--- config.mk ---
export PLATFORM = sky130hd
export DESIGN_NAME = fifo_control
export DESIGN_NICKNAME = d
export VERILOG_FILES = /design/src/rtl/fifo_control.sv
export SDC_FILE = /design/constraint.sdc
export NUM_CORES = 1
export LEC_CHECK = 0
export CORE_MARGIN = 10
export CORE_UTILIZATION = 49
export CTS_BUF_LIST = sky130_fd_sc_hd__clkbuf_8
export CTS_CLUSTER_DIAMETER = 100
export DETAILED_ROUTE_END_ITERATION = 16
export PLACE_DENSITY = 0.87
export SYNTH_ARGS = -nofsm -noshare
export SYNTH_HDL_FRONTEND = slang
export SYNTH_SLANG_ARGS = --single-unit
--- constraint.sdc ---
create_clock -name clk -period 5.06 [get_ports clk]
set_input_delay 1.012 -clock clk [delete_from_list [all_inputs] [get_ports clk]]
set_output_delay 1.012 -clock clk [all_outputs]
set_load 0.01 [all_outputs]
--- src/rtl/fifo_control.sv ---
// rtl/fifo_control.sv - pointer, occupancy and flag controller for a dual-pointer FIFO memory
module fifo_control #(
  parameter int address_width = 3
) (
  input  logic                     clk,
  input  logic                     reset,
  input  logic                     push,
  input  logic                     pop,
  input  logic [address_width-1:0] almost_full_thr,
  input  logic [address_width-1:0] almost_empty_thr,
  output logic                     wr_enable,
  output logic                     rd_enable,
  output logic [address_width-1:0] wr_ptr,
  output logic [address_width-1:0] rd_ptr,
  output logic                     full,
  output logic                     empty,
  output logic                     almost_full,
  output logic                     almost_empty,
  output logic [address_width:0]   occupancy,
  output logic                     rd_valid,
  output logic                     overflow_err,
  output logic                     underflow_err
);

  // Occupancy value meaning "every slot holds a word" (DEPTH = 2**address_width).
  localparam logic [address_width:0] depth_count = {1'b1, {address_width{1'b0}}};

  logic wr_acc;
  logic rd_acc;

  // Flag decode and request acceptance; strobes are held off while reset is asserted.
  always_comb begin
    full         = (occupancy == depth_count);
    empty        = (occupancy == '0);
    almost_full  = (occupancy >= {1'b0, almost_full_thr});
    almost_empty = (occupancy <= {1'b0, almost_empty_thr});
    wr_acc       = push & ~full & ~reset;
    rd_acc       = pop & ~empty & ~reset;
    wr_enable    = wr_acc;
    rd_enable    = rd_acc;
  end

  // Pointers wrap naturally at DEPTH because they are exactly address_width bits wide.
  always_ff @(posedge clk or posedge reset) begin
    if (reset) begin
      wr_ptr <= '0;
      rd_ptr <= '0;
    end else begin
      if (wr_acc) wr_ptr <= wr_ptr + 1'b1;
      if (rd_acc) rd_ptr <= rd_ptr + 1'b1;
    end
  end

  // Stored word count; simultaneous accepted push and pop cancel out.
  always_ff @(posedge clk or posedge reset) begin
    if (reset) begin
      occupancy <= '0;
    end else begin
      case ({wr_acc, rd_acc})
        2'b10:   occupancy <= occupancy + 1'b1;
        2'b01:   occupancy <= occupancy - 1'b1;
        default: occupancy <= occupancy;
      endcase
    end
  end

  // Read data from the memory is registered, so valid trails the accepted pop by one cycle.
  always_ff @(posedge clk or posedge reset) begin
    if (reset) rd_valid <= 1'b0;
    else       rd_valid <= rd_acc;
  end

  // Sticky protocol errors: request seen against a full or empty FIFO.
  always_ff @(posedge clk or posedge reset) begin
    if (reset) begin
      overflow_err  <= 1'b0;
      underflow_err <= 1'b0;
    end else begin
      if (push & full) overflow_err  <= 1'b1;
      if (pop & empty) underflow_err <= 1'b1;
    end
  end

endmodule
==> metrics.cfg <==
[worst_setup_path]
worst-setup-path-type = input pin to output pin
r2r_end = occupancy[3]
start_kind = input pin
arrival_ps = 2820
cp.required_ps = 4050
r2r-start = occupancy[1]
reg2reg_depth = 9
endpoint = almost_empty
critPathLaunch = almost_empty_thr[1]
endpoint_kind = output pin
ff2ff_setup_slack_ps = 2650
cp_max_fo = 2

[synth]
syn_nets = 89
ys_seq_elements = 13
synthCells = 67
ys_warn_count = 0
syn_area_per_cell_um2 = 12.1
synth_area_um2 = 808
seq_area_frac_synth_pct = 40.2
synth_cell_types = 23

[pwr]
p_int_w = 0.000434
switchingPower_w = 0.000266
clockPowerShare_pct = 13.0
ir_drop_uv = 384
power_density_nw_per_um2 = 606
seq_power_share_pct = 32.8
leakage_nw = 0.534
power_frac_comb_pct = 54.2
switching_share_pct = 38.0

[drt]
routed_wl_mm = 1.87
via_per_inst = 5.29
drtIter0Drc = 10
drtAntennaViolNets = 0
vias = 608
wire_per_inst_um = 16.2
drc = 0
firstDrtPassIters = 2

[layout]
design_area_um2 = 1150
layout.cells.non_filler = 115
final_util_pct = 74.8
final_nets = 122
n_fill_cell = 103
n_antenna_cell = 0
area_growth_pct = 42.7
layout-drive-gt1-share_pct = 11.1

[clock_network]
clkTransAtPathRegs_ps = 60
cts_resized = 0
hold_buffers = 0
clock_latency_ps = 250
cts_buffers = 3
cts-root-buf = clkbuf_8
h-tree-depth = 1
postCtsSetupBuffers = 0
clock_path_buffers = 2
clock_sinks = 13
cts_tree = yes

[place]
dp.cells = 111
dp_hpwl_mm = 1.53
place_congestion = 0.729
place_area_um2 = 1110
port_buffers = 28

[status]
status = complete, no violations

[global_routing]
grt_pass1_wl_mm = 3.00
grt_util_all_layers_pct = 10.9
overflow = 0
grt_max_degree = 14
grt_pass1_vias = 601
antenna_found_initial = 0

[sta]
final.setup_skew_ps = 6.50
fmax_mhz = 261
rsz0062_at_grt = no
setup_viol = 0
drv_slew = 0
fin_crit_sh_pct = 75.7
max_slew.worst_pin.slew_ps = 480
hold_viol = 0
relSlewSlack_pct = 67.9
fin_setup_tns_ps = 0
min_period_ps = 3830
timing.hold.ws_ps = 457

[floorplan]
die_h_um = 60.6
die_area_um2 = 3670
die_w_um = 60.6
core_um2 = 1540
initial_core_util_pct = 52.4
fp-row-count = 14
io_pins = 29

[run]
max_cap_viol_count = 0

[min_path]
holdCritPathClass = register to register

-- state kept, by name, indices dropped and copies added, names as in the netlist --
register,count
overflow_err,1
wr_ptr,3
rd_valid,1
underflow_err,1
occupancy,4
rd_ptr,3
-- routing by layer --
metal	GRT usage [%]	share of wire, %	vias up
li1	-	-	293
met1	11.3	37	301
met2	18.6	55	10
met3	5.22	6.6	4
met4	3.76	1.2	0
met5	0	0	-
-- cells by family (layout without fill, tap and decap cells) --
family	Yosys count	in the layout	synth area share, %
simple gates	14	14	16.4
flops	13	13	40.2
fa+ha+maj	12	12	19.5
compound gates	9	9	7.12
buf+inv	9	41	4.18
xor+xnor	7	7	7.59
mux	3	3	4.95
-- synthesized netlist by cell type (all sizes together) --
master | instances | area (µm²)
dfrtp | 13 | 325
ha | 11 | 138
inv | 9 | 33.8
xor2 | 4 | 35.0
a21o | 3 | 23.8
a21oi | 3 | 15.0
nand2 | 3 | 11.3
xnor2 | 3 | 26.3
mux2 | 2 | 30.0
nand2b | 2 | 12.5
nand3 | 2 | 10.0
nor3b | 2 | 31.3
o21ai | 2 | 10.0
a211o | 1 | 8.76
and3 | 1 | 6.26
fa | 1 | 20.0
mux2i | 1 | 10.0
nor2b | 1 | 6.26
nor3 | 1 | 10.0
nor4 | 1 | 21.3
nor4b | 1 | 23.8
-- power by group through the flow --
stage	clock network, W	logic [W]	registers (W)
2_1_floorplan	0	0.000180	0.000242
4_1_cts	0.0000931	0.000387	0.000230
3_3_place_gp	0	0.000369	0.000227
3_5_place_dp	0	0.000384	0.000231
6_report	0.0000907	0.000379	0.000230
5_1_grt	0.0000992	0.000416	0.000238
-- cell type report --
class / count / area [µm²] / area share, %
clock buffer: 3 / 41.3 / 3.58
tap: 16 / 20.0 / 1.74
inverter: 9 / 33.8 / 2.93
timing repair buffer: 28 / 280 / 24.3
multi-input combinational: 45 / 449 / 38.9
sequential: 13 / 325 / 28.2
clock inverter: 1 / 3.75 / 0.325
-- cells in the final DEF, fill, tap and decap left out, types with 3 or more instances in the layout --
| cell | synthesis | final |
|---|---|---|
| dfrtp_1 | 13 | 13 |
| xnor2_1 | 3 | 3 |
| a21oi_1 | 3 | 3 |
| ha_1 | 11 | 11 |
| clkbuf_8 | 0 | 3 |
| xor2_1 | 4 | 4 |
| clkdlybuf4s50_1 | 0 | 28 |
| inv_1 | 9 | 10 |
| nand2_1 | 3 | 3 |
-- per-stage QoR --
| step | power, W | worst slack [ps] |
|---|---|---|
| 6_report | 0.000699 | 1230 |
| 5_1_grt | 0.000753 | 1150 |
| 4_1_cts | 0.000710 | 1230 |
| 3_5_place_dp | 0.000615 | 1230 |
| 3_3_place_gp | 0.000596 | 1270 |
| 2_1_floorplan | 0.000421 | 2160 |
-- worst min path at each step --
stage | startpoint | end | slack, ps | depth (start not counted)
after global placement | overflow_err | overflow_err | 440 | 1
final | overflow_err | overflow_err | 460 | 1
after detailed placement | overflow_err | overflow_err | 450 | 1
after CTS | overflow_err | overflow_err | 460 | 1
after global routing | overflow_err | overflow_err | 470 | 1
after floorplan | underflow_err | underflow_err | 490 | 1
-- critical path: stages --
cell	delay (ps)
clkdlybuf4s50_1	460
inv_1	40
ha_1	290
nor2b_1	130
o21ai_0	140
nand2b_1	80
a21oi_1	120
clkdlybuf4s50_1	550
No activity file was read; power rests on OpenSTA's default activity.
